==> config.mk <==
export PLATFORM = sky130hd
export DESIGN_NAME = block_hit_judge_flat
export DESIGN_NICKNAME = d
export VERILOG_FILES = /design/src/rtl/block_hit_judge_if.sv /design/src/rtl/block_hit_judge.sv /design/src/flat_wrapper.sv
export SDC_FILE = /design/constraint.sdc
export NUM_CORES = 1
export LEC_CHECK = 0
export ABC_AREA = 0
export CAP_MARGIN = 20
export CORE_MARGIN = 2
export CORE_UTILIZATION = 45
export DETAILED_ROUTE_END_ITERATION = 8
export PLACE_DENSITY = 0.81
export SLEW_MARGIN = 40
export SYNTH_ARGS = -nofsm -noshare
export SYNTH_HDL_FRONTEND = slang
export SYNTH_SLANG_ARGS = --single-unit
export TNS_END_PERCENT = 30
==> constraint.sdc <==
create_clock -name clk -period 10 [get_ports clk]
set_input_delay 2 -clock clk [delete_from_list [all_inputs] [get_ports clk]]
set_output_delay 2 -clock clk [all_outputs]
set_load 0.03 [all_outputs]
==> src/rtl/block_hit_judge_if.sv <==
// Interface bundling the judge's control inputs and score/status outputs.
//   master : drives start, shift_en, disp_num, keys; observes the score/status outputs
//   slave  : the judge itself
// Signals:
//   start      1-cycle pulse, IDLE/OVER -> PLAY
//   shift_en   generator shift pulse; disp_num already holds the shifted field
//   disp_num   64-bit block field, bottom row in [7:0], two bits per lane
//   keys       raw asynchronous lane buttons, active-high
//   score      16-bit saturating score
//   combo      consecutive hits, saturating at 255
//   max_combo  highest combo since start
//   lives      remaining lives
//   hit_mask   lanes of the current judge row already hit
//   hit_pulse  one cycle per cycle with at least one hit
//   miss_pulse one cycle per miss event
//   game_over  high while in OVER
//   score_bcd  4-digit BCD score (zero unless SCORE_BCD_EN)
interface block_hit_judge_if;
    logic        start;
    logic        shift_en;
    logic [63:0] disp_num;
    logic [3:0]  keys;
    logic [15:0] score;
    logic [7:0]  combo;
    logic [7:0]  max_combo;
    logic [1:0]  lives;
    logic [3:0]  hit_mask;
    logic        hit_pulse;
    logic        miss_pulse;
    logic        game_over;
    logic [15:0] score_bcd;

    modport master (
        output start, shift_en, disp_num, keys,
        input  score, combo, max_combo, lives, hit_mask, hit_pulse, miss_pulse, game_over,
               score_bcd
    );

    modport slave (
        input  start, shift_en, disp_num, keys,
        output score, combo, max_combo, lives, hit_mask, hit_pulse, miss_pulse, game_over,
               score_bcd
    );
endinterface

==> src/rtl/block_hit_judge.sv <==
// Scoring stage behind the falling-block generator. Each shift captures the bottom row of the
// field as the judge row; synchronised lane key presses are classified as hits (lane occupied)
// or wrong presses (lane empty); occupied lanes left unhit at the next shift are misses and
// cost a life. All outputs are registered.
// Ports:
//   clk  system clock
//   rst  synchronous, active-high reset
//   bus  block_hit_judge_if.slave (inputs start/shift_en/disp_num/keys, score/status outputs)
// Parameters:
//   LIVES      lives loaded on start
//   BONUS_TH   combo value at/above which a hit earns bonus points
//   BONUS_PTS  extra points per hit while combo >= BONUS_TH
// Configuration:
//   SCORE_BCD_EN  when defined, score_bcd tracks the score as 4 BCD digits saturating at 9999;
//                 otherwise score_bcd is tied to zero.
module block_hit_judge #(
    parameter int unsigned LIVES     = 3,
    parameter int unsigned BONUS_TH  = 8,
    parameter int unsigned BONUS_PTS = 2
) (
    input logic              clk,
    input logic              rst,
    block_hit_judge_if.slave bus
);

    localparam logic [7:0] BonusTh   = 8'(BONUS_TH);
    localparam logic [7:0] BonusPts  = 8'(BONUS_PTS);
    localparam logic [1:0] LivesInit = 2'(LIVES);

    typedef enum logic [1:0] {StIdle, StPlay, StOver} state_e;

    state_e      state_q;
    logic [3:0]  k1_q, k2_q, k3_q;
    logic [7:0]  row_q;
    logic [15:0] score_q;
    logic [7:0]  combo_q;
    logic [7:0]  max_combo_q;
    logic [1:0]  lives_q;
    logic [3:0]  hit_mask_q;
    logic        hit_pulse_q;
    logic        miss_pulse_q;

    logic [3:0]  press, occ, hits, wrong, miss;
    logic        miss_shift;
    logic [2:0]  n_hits;
    logic [7:0]  per_hit, gain;
    logic [16:0] score_sum;
    logic [15:0] score_next;
    logic [8:0]  combo_sum;
    logic [7:0]  combo_next, max_next;
    logic [1:0]  lives_next;

    // Only the bottom row of the field is judged.
    logic unused_disp;
    assign unused_disp = ^bus.disp_num[63:8];

    always_comb begin
        press = k2_q & ~k3_q;
        occ   = 4'b0000;
        for (int i = 0; i < 4; i++) begin
            occ[i] = |row_q[2*i +: 2];
        end
        // Lanes already hit in this row are masked out entirely: neither hit nor wrong.
        hits       = press & occ & ~hit_mask_q;
        wrong      = press & ~occ & ~hit_mask_q;
        miss       = occ & ~(hit_mask_q | hits);
        miss_shift = bus.shift_en & (|miss);

        n_hits  = 3'(hits[0]) + 3'(hits[1]) + 3'(hits[2]) + 3'(hits[3]);
        // Bonus eligibility uses the combo before this cycle's hits.
        per_hit = 8'd1 + ((combo_q >= BonusTh) ? BonusPts : 8'd0);
        gain    = 8'(n_hits) * per_hit;

        score_sum  = {1'b0, score_q} + {9'd0, gain};
        score_next = score_sum[16] ? 16'hFFFF : score_sum[15:0];

        combo_sum  = {1'b0, combo_q} + {6'd0, n_hits};
        combo_next = combo_sum[8] ? 8'hFF : combo_sum[7:0];
        // Clear after the hit increments so a wrong/miss in the same cycle wins.
        if ((|wrong) || miss_shift) begin
            combo_next = 8'd0;
        end
        max_next   = (combo_next > max_combo_q) ? combo_next : max_combo_q;
        lives_next = (miss_shift && (lives_q != 2'd0)) ? lives_q - 2'd1 : lives_q;
    end

`ifdef SCORE_BCD_EN
    logic [15:0] bcd_q, bcd_next, add_bcd;
    logic [4:0]  digit_sum;
    logic        carry;

    always_comb begin
        add_bcd   = {4'd0, 4'(gain / 8'd100), 4'((gain / 8'd10) % 8'd10), 4'(gain % 8'd10)};
        bcd_next  = bcd_q;
        digit_sum = 5'd0;
        carry     = 1'b0;
        for (int i = 0; i < 4; i++) begin
            digit_sum = {1'b0, bcd_q[4*i +: 4]} + {1'b0, add_bcd[4*i +: 4]} + {4'd0, carry};
            if (digit_sum >= 5'd10) begin
                bcd_next[4*i +: 4] = 4'(digit_sum - 5'd10);
                carry              = 1'b1;
            end else begin
                bcd_next[4*i +: 4] = digit_sum[3:0];
                carry              = 1'b0;
            end
        end
        if (carry) begin
            bcd_next = 16'h9999;
        end
    end

    assign bus.score_bcd = bcd_q;
`else
    assign bus.score_bcd = 16'h0000;
`endif

    always_ff @(posedge clk) begin
        if (rst) begin
            state_q      <= StIdle;
            k1_q         <= 4'd0;
            k2_q         <= 4'd0;
            k3_q         <= 4'd0;
            row_q        <= 8'd0;
            score_q      <= 16'd0;
            combo_q      <= 8'd0;
            max_combo_q  <= 8'd0;
            lives_q      <= 2'd0;
            hit_mask_q   <= 4'd0;
            hit_pulse_q  <= 1'b0;
            miss_pulse_q <= 1'b0;
`ifdef SCORE_BCD_EN
            bcd_q        <= 16'd0;
`endif
        end else begin
            k1_q         <= bus.keys;
            k2_q         <= k1_q;
            k3_q         <= k2_q;
            hit_pulse_q  <= 1'b0;
            miss_pulse_q <= 1'b0;
            unique case (state_q)
                StIdle, StOver: begin
                    if (bus.start) begin
                        state_q     <= StPlay;
                        lives_q     <= LivesInit;
                        score_q     <= 16'd0;
                        combo_q     <= 8'd0;
                        max_combo_q <= 8'd0;
                        hit_mask_q  <= 4'd0;
                        row_q       <= 8'd0;
`ifdef SCORE_BCD_EN
                        bcd_q       <= 16'd0;
`endif
                    end
                end
                StPlay: begin
                    score_q      <= score_next;
                    combo_q      <= combo_next;
                    max_combo_q  <= max_next;
                    lives_q      <= lives_next;
                    hit_pulse_q  <= |hits;
                    miss_pulse_q <= (|wrong) | miss_shift;
`ifdef SCORE_BCD_EN
                    bcd_q        <= bcd_next;
`endif
                    // Presses in a shift cycle were judged against the outgoing row above.
                    if (bus.shift_en) begin
                        row_q      <= bus.disp_num[7:0];
                        hit_mask_q <= 4'd0;
                    end else begin
                        hit_mask_q <= hit_mask_q | hits;
                    end
                    if (lives_next == 2'd0) begin
                        state_q <= StOver;
                    end
                end
                default: state_q <= StIdle;
            endcase
        end
    end

    assign bus.score      = score_q;
    assign bus.combo      = combo_q;
    assign bus.max_combo  = max_combo_q;
    assign bus.lives      = lives_q;
    assign bus.hit_mask   = hit_mask_q;
    assign bus.hit_pulse  = hit_pulse_q;
    assign bus.miss_pulse = miss_pulse_q;
    assign bus.game_over  = (state_q == StOver);

endmodule
==> src/flat_wrapper.sv <==
// flat-port wrapper written by rule: the top's interface ports become plain ports
module block_hit_judge_flat 
#(
    parameter int unsigned LIVES     = 3,
    parameter int unsigned BONUS_TH  = 8,
    parameter int unsigned BONUS_PTS = 2
)
  (clk, rst, bus_start, bus_shift_en, bus_disp_num, bus_keys, bus_score, bus_combo, bus_max_combo, bus_lives, bus_hit_mask, bus_hit_pulse, bus_miss_pulse, bus_game_over, bus_score_bcd);
  block_hit_judge_if bus_i ();
  input logic clk;
  input logic rst;
  input wire logic [$bits(bus_i.start)-1:0] bus_start;
  input wire logic [$bits(bus_i.shift_en)-1:0] bus_shift_en;
  input wire logic [$bits(bus_i.disp_num)-1:0] bus_disp_num;
  input wire logic [$bits(bus_i.keys)-1:0] bus_keys;
  output wire logic [$bits(bus_i.score)-1:0] bus_score;
  output wire logic [$bits(bus_i.combo)-1:0] bus_combo;
  output wire logic [$bits(bus_i.max_combo)-1:0] bus_max_combo;
  output wire logic [$bits(bus_i.lives)-1:0] bus_lives;
  output wire logic [$bits(bus_i.hit_mask)-1:0] bus_hit_mask;
  output wire logic [$bits(bus_i.hit_pulse)-1:0] bus_hit_pulse;
  output wire logic [$bits(bus_i.miss_pulse)-1:0] bus_miss_pulse;
  output wire logic [$bits(bus_i.game_over)-1:0] bus_game_over;
  output wire logic [$bits(bus_i.score_bcd)-1:0] bus_score_bcd;
  assign bus_i.start = bus_start;
  assign bus_i.shift_en = bus_shift_en;
  assign bus_i.disp_num = bus_disp_num;
  assign bus_i.keys = bus_keys;
  assign bus_score = bus_i.score;
  assign bus_combo = bus_i.combo;
  assign bus_max_combo = bus_i.max_combo;
  assign bus_lives = bus_i.lives;
  assign bus_hit_mask = bus_i.hit_mask;
  assign bus_hit_pulse = bus_i.hit_pulse;
  assign bus_miss_pulse = bus_i.miss_pulse;
  assign bus_game_over = bus_i.game_over;
  assign bus_score_bcd = bus_i.score_bcd;
  block_hit_judge #(.LIVES(LIVES), .BONUS_TH(BONUS_TH), .BONUS_PTS(BONUS_PTS)) u_core (.clk(clk), .rst(rst), .bus(bus_i));
endmodule
==> results.toml <==
[sta]
report.final.slew_viol_count = 0
fin_crit_sh_pct = 48.62
finalWorstSetupSlack_ns = 5.138
hold_violations = 0
worstMarginPinSlew_ns = 0.5745
fmax_mhz = 205.7
fin_worst_skew_ns = 0.01165
tns_ns = 0
finalSetupViolCount = 0
rsz0062_at_grt = "false"
holdWs_ns = 0.4404
relSlewSlack_pct = 61.45
min_period_ns = 4.862

[logic_synthesis]
synth-async-reset-ratio_pct = 0
synth-seq-area-share_pct = 36.23
ys_ff_latch = 62
ys_types = 51
synth_edf_count = 0
syn_area_sq_um = 3426
syn_inst = 406
yosys_warnings = 0
ys.flop_type = "dfxtp_1"
avgSynthCellArea_sq_um = 8.438

[run_status]
outcome = "completed"

[placed_design]
io_buffers = 56
dp_worst_setup_slack_ns = 5.109
placed_cells = 549
place_congestion = 0.8691
hpwl_um = 5822

[die]
die_y_um = 91.25
num_io_pins = 129
initial_core_util_pct = 46.73
core_sq_um = 7331
die_w_um = 91.25
die_area_sq_um = 8327
row_count = 31

[critical_path]
critPathRequiredTime_ns = 10.24
end_kind = "register"
crit_arrival_ns = 5.10
path_buf_inv = 3
cp_max_fo = 9
path_class = "reg2reg"
critical-path-top-delay-family = "adder cells"
slowest_delay_ns = 0.48
crit_slowest_cell = "o21ai_1"
crit_path_start_kind = "register"
crit_path_cell_trace = "o21bai_1 -> or2_1 -> ha_1 -> inv_1 -> fa_1 -> inv_1 -> ha_1 -> inv_1 -> fa_1 -> nor2b_1 -> or2_1 -> nand3_1 -> a21oi_1 -> ha_1 -> nor2b_1 -> o211ai_1 -> a21oi_1 -> o21ai_1 -> nor2_1 -> a32o_1"

[global_route]
grt_usage_pct = 19.19
grt_pass1_wl_um = 13170
grt_max_degree = 28
grt_pass1_vias = 2841
overflow = 0
antenna_found_initial = 0

[final_layout]
final_nets = 560
most-common-layout-cells = "dfxtp_1, clkdlybuf4s50_1, nor2_1, nand2_1, inv_1"
n_antenna_cell = 0
final_cells = 565
final_common_cell = "dfxtp_1"
drive_gt1_share_pct = 5.150
syn_to_final_growth_pct = 23.56
utilization_pct = 57.74

[clock_network]
path_clk_slew_ns = 0.08
cts_buffer_depth = 2
cts-root-buf = "clkbuf_8"
postCtsHoldBufs = 0
post_cts_resize_count = 0
clock_tree.htree_level_count = 3
cts_tree = "done"
cts_made_buffers = 9
cts_sinks = 62
post_cts_buffers = 0
insertion_delay_ns = 0.35

[routing]
vias = 3068
drc = 0
antenna_left = 0
routedWlPerCell_um = 13.82
dr.pass1.iters = 4
drtIter0Drc = 129
viasPerCell = 5.430
drt_wl_total_um = 7811

[power]
vdd_drop_max_uv = 85.94
powerDensity_nw_per_um2 = 134.9
p_leak_nw = 1.745

[run]
drv_cap = 0

[min_path]
hold_class = "reg2reg"
[cells by family after synthesis]
kind of cell / Yosys count / synth area share (%)
simple gates: 146 / 21.51
compound gates: 107 / 21.51
flops: 62 / 36.23
buf+inv: 56 / 7.998
fa+ha+maj: 27 / 10.74
xor+xnor: 4 / 1.023
mux: 3 / 0.8766
other cells: 1 / 0.1095
[cells in the mapped netlist, drive strengths merged (2+ instances only)]
cell type,instances,area [sq um]
a31oi,6,37.54
xnor2,3,26.28
a21o,4,30.03
nand2,32,122.6
a22o,20,175.2
or2,5,31.28
o32ai,2,17.52
nor2b,22,137.6
or3,4,25.02
and2,2,12.51
clkbuf,11,41.29
buf,19,135.1
nand4,5,31.28
o21a,5,37.54
nor4,3,18.77
a211oi,6,45.04
a21oi,17,85.08
o41ai,4,35.03
dfxtp,62,1241
and3,3,18.77
fa,4,80.08
nor3,12,76.33
o211ai,2,15.01
a32o,3,30.03
o31ai,2,15.01
ha,23,287.8
nor2,37,138.9
o21bai,3,22.52
mux2i,3,30.03
nand2b,8,50.05
nand3,10,50.05
inv,26,97.59
o21ai,25,125.1
[worst paths after layout]
path | start | endpoint | slack (ns) | depth (start not counted)
worst min-delay path | u_core.k1_q[1] | u_core.k2_q[1] | 0.44 | 1
worst max-delay path | u_core.bus.hit_mask[0] | u_core.bus.max_combo[7] | 5.14 | 20
worst min register to register | u_core.k1_q[1] | u_core.k2_q[1] | 0.44 | 1
worst max register to register | u_core.bus.hit_mask[0] | u_core.bus.max_combo[7] | 5.14 | 20
[layer usage]
| layer | share of wire (%) | GRT usage [%] | up-vias |
|---|---|---|---|
| met2 | 47 | 31.11 | 103 |
| met3 | 4.7 | 3.568 | 10 |
| met5 | 0 | 0 | - |
| met4 | 1.4 | 7.702 | 0 |
| met1 | 46 | 25.21 | 1422 |
| li1 | - | - | 1533 |
[sequential cells by signal (all words and copies together), names as in the netlist]
| signal | flops |
|---|---|
| u_core.bus.max_combo | 8 |
| u_core.bus.miss_pulse | 1 |
| u_core.k1_q | 4 |
| u_core.k2_q | 4 |
| u_core.k3_q | 4 |
| u_core.bus.combo | 8 |
| u_core.bus.hit_pulse | 1 |
| u_core.bus.lives | 2 |
| u_core.bus.hit_mask | 4 |
| u_core.row_q | 8 |
| u_core.bus.score | 16 |
| u_core.state_q | 2 |
[where the power goes]
| group | total [mW] | internal, mW | switching, mW |
|---|---|---|---|
| Combinational | 0.0636 | 0.0221 | 0.0415 |
| Clock | 0.252 | 0.141 | 0.110 |
| Sequential | 0.256 | 0.252 | 0.00388 |
| Total | 0.571 | 0.415 | 0.156 |
[cell type report]
type	instances	area (sq um)
timing repair buffer	59	578.1
multi-input combinational	303	1971
inverter	26	97.59
tap	99	123.9
clock buffer	9	123.9
clock inverter	7	97.59
fill	646	3098
sequential	62	1241
[stage by stage]
step	area (sq um)	power, mW
2_1_floorplan	3482	0.3104
3_3_place_gp	4013	0.3234
3_5_place_dp	4013	0.3251
4_1_cts	4234	0.5721
5_1_grt	4233	0.5944
6_report	4233	0.5711
Power figures use the tool's default switching activity.
